==> config.mk <==
export PLATFORM = sky130hd
export DESIGN_NAME = bist_pattern_gen_flat
export DESIGN_NICKNAME = d
export VERILOG_FILES = /design/src/rtl/bist_pattern_gen_if.sv /design/src/rtl/bist_pattern_gen.sv /design/src/flat_wrapper.sv
export SDC_FILE = /design/constraint.sdc
export NUM_CORES = 1
export LEC_CHECK = 0
export ABC_AREA = 1
export ABC_CLOCK_PERIOD_IN_PS = 3300
export CAP_MARGIN = 0
export CORE_ASPECT_RATIO = 0.7
export CORE_MARGIN = 5
export CORE_UTILIZATION = 50
export CTS_BUF_LIST = sky130_fd_sc_hd__clkbuf_16
export DETAILED_ROUTE_END_ITERATION = 10
export GPL_TIMING_DRIVEN = 0
export MAX_ROUTING_LAYER = met4
export PLACE_DENSITY = 0.88
export SLEW_MARGIN = 20
export SYNTH_ARGS = -nofsm -noshare
export SYNTH_HDL_FRONTEND = slang
export SYNTH_SLANG_ARGS = --single-unit
==> constraint.sdc <==
create_clock -name clk -period 3.3 [get_ports clk]
set_input_delay 0.825 -clock clk [delete_from_list [all_inputs] [get_ports clk]]
set_output_delay 0.825 -clock clk [all_outputs]
set_load 0.01 [all_outputs]
==> src/rtl/bist_pattern_gen_if.sv <==
// Pattern stream handshake between the BIST pattern generator and the
// circuit-under-test side of the datapath.
interface bist_pattern_gen_if #(
  parameter int WIDTH = 8,
  parameter int CNT_W = 16
);
  logic             pat_valid;
  logic             pat_ready;
  logic [WIDTH-1:0] pattern;
  logic [CNT_W-1:0] pat_index;

  modport master (
    output pat_valid,
    output pattern,
    output pat_index,
    input  pat_ready
  );

  modport slave (
    input  pat_valid,
    input  pattern,
    input  pat_index,
    output pat_ready
  );
endinterface

==> src/rtl/bist_pattern_gen.sv <==
// Parametrised BIST pattern generator: LFSR, up-counter, walking-one and
// checkerboard sequences issued over a valid/ready stream, sequenced by a start/busy/done FSM.
module bist_pattern_gen #(
  parameter int               WIDTH = 8,
  parameter logic [WIDTH-1:0] TAPS  = WIDTH'(8'hB8),
  parameter logic [WIDTH-1:0] SEED  = WIDTH'(1),
  parameter int               CNT_W = 16
) (
  input  logic                clk,
  input  logic                reset,
  input  logic                start,
  input  logic [1:0]          mode,
  input  logic                seed_load,
  input  logic [WIDTH-1:0]    seed_in,
  input  logic [CNT_W-1:0]    num_patterns,
  bist_pattern_gen_if.master  pat,
  output logic                busy,
  output logic                done
);

  typedef enum logic [1:0] {
    IDLE = 2'd0,
    RUN  = 2'd1,
    DONE = 2'd2
  } fsm_t;

  localparam logic [1:0] MODE_LFSR = 2'b00;
  localparam logic [1:0] MODE_CNT  = 2'b01;
  localparam logic [1:0] MODE_WALK = 2'b10;

  // LFSR and walking-one lock up on an all-zero state, so zero becomes 1 there.
  function automatic logic [WIDTH-1:0] sanitise(input logic [WIDTH-1:0] val,
                                                input logic [1:0]       m);
    if ((m == MODE_LFSR || m == MODE_WALK) && val == '0)
      return WIDTH'(1);
    return val;
  endfunction

  function automatic logic [WIDTH-1:0] advance(input logic [WIDTH-1:0] s,
                                               input logic [1:0]       m);
    case (m)
      MODE_LFSR: return {s[WIDTH-2:0], ^(s & TAPS)};
      MODE_CNT:  return s + WIDTH'(1);
      MODE_WALK: return {s[WIDTH-2:0], s[WIDTH-1]};
      default:   return ~s;
    endcase
  endfunction

  fsm_t             fsm_q, fsm_d;
  logic [WIDTH-1:0] state_q;
  logic [1:0]       mode_q;
  logic [CNT_W-1:0] num_q;
  logic [CNT_W-1:0] idx_q;
  logic             last;
  logic             accept;

  assign last   = (idx_q == num_q - CNT_W'(1));
  assign accept = (fsm_q == RUN) && pat.pat_ready;

  always_ff @(posedge clk) begin
    if (reset) fsm_q <= IDLE;
    else       fsm_q <= fsm_d;
  end

  always_comb begin
    fsm_d = fsm_q;
    case (fsm_q)
      IDLE, DONE: begin
        if (start) fsm_d = (num_patterns == '0) ? DONE : RUN;
      end
      RUN: begin
        if (accept && last) fsm_d = DONE;
      end
      default: fsm_d = IDLE;
    endcase
  end

  always_ff @(posedge clk) begin
    if (reset) begin
      state_q <= sanitise(SEED, MODE_LFSR);
      mode_q  <= MODE_LFSR;
      num_q   <= '0;
      idx_q   <= '0;
    end else if (fsm_q != RUN) begin
      if (seed_load) state_q <= sanitise(seed_in, mode);
      if (start) begin
        mode_q <= mode;
        num_q  <= num_patterns;
        idx_q  <= '0;
      end
    end else if (accept) begin
      // State also advances on the final handshake so a fresh start continues the sequence.
      state_q <= advance(state_q, mode_q);
      if (!last) idx_q <= idx_q + CNT_W'(1);
    end
  end

  assign pat.pat_valid = (fsm_q == RUN);
  assign pat.pattern   = state_q;
  assign pat.pat_index = idx_q;
  assign busy          = (fsm_q == RUN);
  assign done          = (fsm_q == DONE);

endmodule

==> src/flat_wrapper.sv <==
// flat-port wrapper written by rule: the top's interface ports become plain ports
module bist_pattern_gen_flat 
#(
  parameter int               WIDTH = 8,
  parameter logic [WIDTH-1:0] TAPS  = WIDTH'(8'hB8),
  parameter logic [WIDTH-1:0] SEED  = WIDTH'(1),
  parameter int               CNT_W = 16
)
  (clk, reset, start, mode, seed_load, seed_in, num_patterns, busy, done, pat_pat_valid, pat_pattern, pat_pat_index, pat_pat_ready);
  bist_pattern_gen_if #(.WIDTH(WIDTH), .CNT_W(CNT_W)) pat_i ();
  input  logic clk;
  input  logic reset;
  input  logic start;
  input  logic [1:0] mode;
  input  logic seed_load;
  input  logic [WIDTH-1:0] seed_in;
  input  logic [CNT_W-1:0] num_patterns;
  output logic busy;
  output logic done;
  output wire logic [$bits(pat_i.pat_valid)-1:0] pat_pat_valid;
  output wire logic [$bits(pat_i.pattern)-1:0] pat_pattern;
  output wire logic [$bits(pat_i.pat_index)-1:0] pat_pat_index;
  input wire logic [$bits(pat_i.pat_ready)-1:0] pat_pat_ready;
  assign pat_pat_valid = pat_i.pat_valid;
  assign pat_pattern = pat_i.pattern;
  assign pat_pat_index = pat_i.pat_index;
  assign pat_i.pat_ready = pat_pat_ready;
  bist_pattern_gen #(.WIDTH(WIDTH), .TAPS(TAPS), .SEED(SEED), .CNT_W(CNT_W)) u_core (.clk(clk), .reset(reset), .start(start), .mode(mode), .seed_load(seed_load), .seed_in(seed_in), .num_patterns(num_patterns), .pat(pat_i), .busy(busy), .done(done));
endmodule
==> reports/metrics.csv <==
metric;value;unit
outcome;finished clean;
post-synth top area share;0.2797;
Post-Syn Nets;552;
Post-Place Cells;651;
Least-Margin Pin Slew;0.8131;ns
DR WL/cell;15.01;um
Synth top cells by count;nand2_1 (129), nor2_1 (91), dfxtp_1 (44), inv_1 (44), nand3_1 (41);
Port-buffer cells;56;
Critical-path top delay cell;clkdlybuf4s50_1;
cts repair resizes;0;
Core Util, Final;0.6420;
Seq. cell area;880.8;sq um
final worst setup slack;0.2283;ns
Hold/Removal Path Class;reg -> reg;
first-pass GRT wire length;16300;um
power consumption;0.001659;W
vias in the first global route;3289;
Setup TNS;0;ns
diode count;0;
non-filler cells in the finished layout;659;
Worst Path Required;2.47;ns
largest net degree at the start of global routing;14;
clock slew at reported path FFs;0.06;ns
1st-iter DRT viols;435;
classification of the worst setup path;reg -> out;
post-CTS setup repair buffer count;0;
TritonCTS buffer count;5;
Final GP Congestion;0.9667;
Peak VDD IR;0.3250;mV
largest stage delay on the critical path;0.53;ns
critical path peak fanout;11;
Ys Warns;0;
DIE HEIGHT;76.40;um
Fmax;325.6;MHz
Rows;24;
post-DP HPWL;7831;um
clk buf depth;2;
gr ovfl total;0;
Post-synth EDFFs;0;
async set or reset register ratio after synthesis;0;
FF+latch count, synth;44;
drt drc;0;
router iterations before antenna repair;8;
area of the multi-input gates;2007;sq um
CTS tree;done;
pwr dens;417.9;nW/um^2
Via Count;3617;
synthesized cell area;3149;sq um
setup slack at placement;0.4783;ns
fin crit share;0.9308;
post-layout min period;3.072;ns
Die X;104.9;um
Post-Synthesis Cells;517;
CTS sink cnt;44;
initial core utilization;0.5091;
most common cell in the netlist;nand2_1;
RSZ-0062 raised after global routing;no;
Hold Fails Final Rpt;0;
CTS Root Cell;clkbuf_16;
Detailed Route WL;9894;um
Detail Route Antenna Nets;0;
Synth cell types;39;
max_slew headroom;0.4529;
Die Area;8011;sq um
Synth area leader;dfxtp_1;
setup violators final;0;
core area;6186;sq um
Critical Path End Type;output pin;
syn_area_per_cell;6.091;sq um
gr usage total;0.2503;
clk_skew;0.01057;ns
Synth-to-Final Area Change;26.10;%
max_cap viols;0;
clock latency on the worst-skew pair;0.29;ns
final slew viol count;0;
WP data arrival;2.25;ns
leakage;1.610;nW
synth top area cells;dfxtp_1 (28%), nand2_1 (15%), nor2_1 (11%), nand3_1 (6.5%), o21ai_0 (5.9%);
ys flop type;dfxtp_1;
NumNets Final;615;
crit-path cells;inv_1 -> nor2_2 -> clkbuf_1 -> buf_4 -> clkdlybuf4s50_1;
register area share after synthesis;0.2797;
Worst setup SP type;register;
Clock H-tree levels;2;
fillers;554;
io pins;58;
initial antenna violation count;0;
share of cells above drive strength 1;0.03959;
hold_buf cts;0;
via/cell ratio;5.489;
-- stage by stage --
step	area, sq um	hold slack [ns]
after floorplan	3149	0.4622
after detailed placement	3807	0.4927
final	3971	0.5037
after global placement	3807	0.4782
after global routing	3971	0.5297
after CTS	3971	0.5019
-- worst max-delay path: cells and delay by family, from the launching register on --
family	cells	cell delay [ns]
buffers and inverters	4	1.25
and+or+nand+nor	1	0.36
DFF	1	0.35
-- final cells by class --
| class | count | area share |
|---|---|---|
| well taps | 78 | 0.02457 |
| clock buffers | 5 | 0.03151 |
| flip-flops and latches | 44 | 0.2218 |
| multi-input cells | 409 | 0.5054 |
| inverters | 47 | 0.04442 |
| repair buffers | 56 | 0.1411 |
| plain buffers | 17 | 0.02142 |
| clock inverters | 3 | 0.009767 |
-- cell usage in the layout (no fill, tap or decap), types with 2 or more instances in the layout --
| cell | Yosys | layout |
|---|---|---|
| buf_6 | 2 | 2 |
| o2111ai_1 | 5 | 5 |
| clkbuf_1 | 11 | 11 |
| nand3b_1 | 5 | 5 |
| clkdlybuf4s50_1 | 0 | 56 |
| nand4_1 | 6 | 6 |
| nand2_1 | 129 | 129 |
| a21oi_1 | 35 | 35 |
| nor4_1 | 5 | 5 |
| dfxtp_1 | 44 | 44 |
| o21ai_0 | 37 | 37 |
| nor3_1 | 5 | 5 |
| nand2_2 | 4 | 4 |
| clkbuf_16 | 0 | 5 |
| a31oi_1 | 2 | 2 |
| xor2_1 | 14 | 14 |
| xnor2_1 | 8 | 8 |
| inv_1 | 44 | 45 |
| ha_1 | 4 | 4 |
| nand3_1 | 41 | 41 |
| and2_1 | 3 | 3 |
| nor2_4 | 2 | 2 |
| nor2_1 | 91 | 91 |
| clkinv_1 | 3 | 3 |
-- power by group --
part           total, W  internal, W  leakage [nW]  switching (W)
combinational  0.000474     0.000189          1.16       0.000285
clock          0.000566     0.000353        0.0850       0.000213
sequential     0.000619     0.000567         0.362      0.0000517
-- cell families (layout without fill, tap and decap cells) --
family          Yosys count  in the layout  synth area share
compound gates           88             88            0.1577
xor+xnor                 22             22           0.06119
fa+ha+maj                 4              4           0.01589
buf+inv                  64            128           0.08303
flops                    44             44            0.2797
simple gates            295            295            0.4025
-- flip-flops by register name (all words and copies together) (netlist names) --
signal and count:
u_core.num_q 16, u_core.pat.pat_index 16, u_core.pat.pattern 8, u_core.fsm_q 2, u_core.mode_q 2
-- worst paths after layout --
| path | cells after the start | endpoint | from | slack (ns) |
|---|---|---|---|---|
| worst max-delay path | 5 | pat_pat_valid | u_core.fsm_q[0]$_SDFFE_PP0P_ | 0.23 |
| worst min-delay path | 2 | u_core.num_q[1]$_SDFFE_PP0P_ | u_core.num_q[1]$_SDFFE_PP0P_ | 0.50 |
| worst max register to register | 14 | u_core.pat.pat_index[9]$_SDFFE_PP0P_ | u_core.num_q[0]$_SDFFE_PP0P_ | 0.85 |
| worst min register to register | 2 | u_core.num_q[1]$_SDFFE_PP0P_ | u_core.num_q[1]$_SDFFE_PP0P_ | 0.50 |
-- layer usage --
metal / routed length [um] / part of all wire / global-route usage
met1: 4739 / 0.48 / 0.3617
met4: 59 / 0.0060 / 0.03448
met2: 4194 / 0.42 / 0.3637
met5: 0 / 0 / -
met3: 901 / 0.091 / 0.05673
No activity file was read; power rests on OpenSTA's default activity.
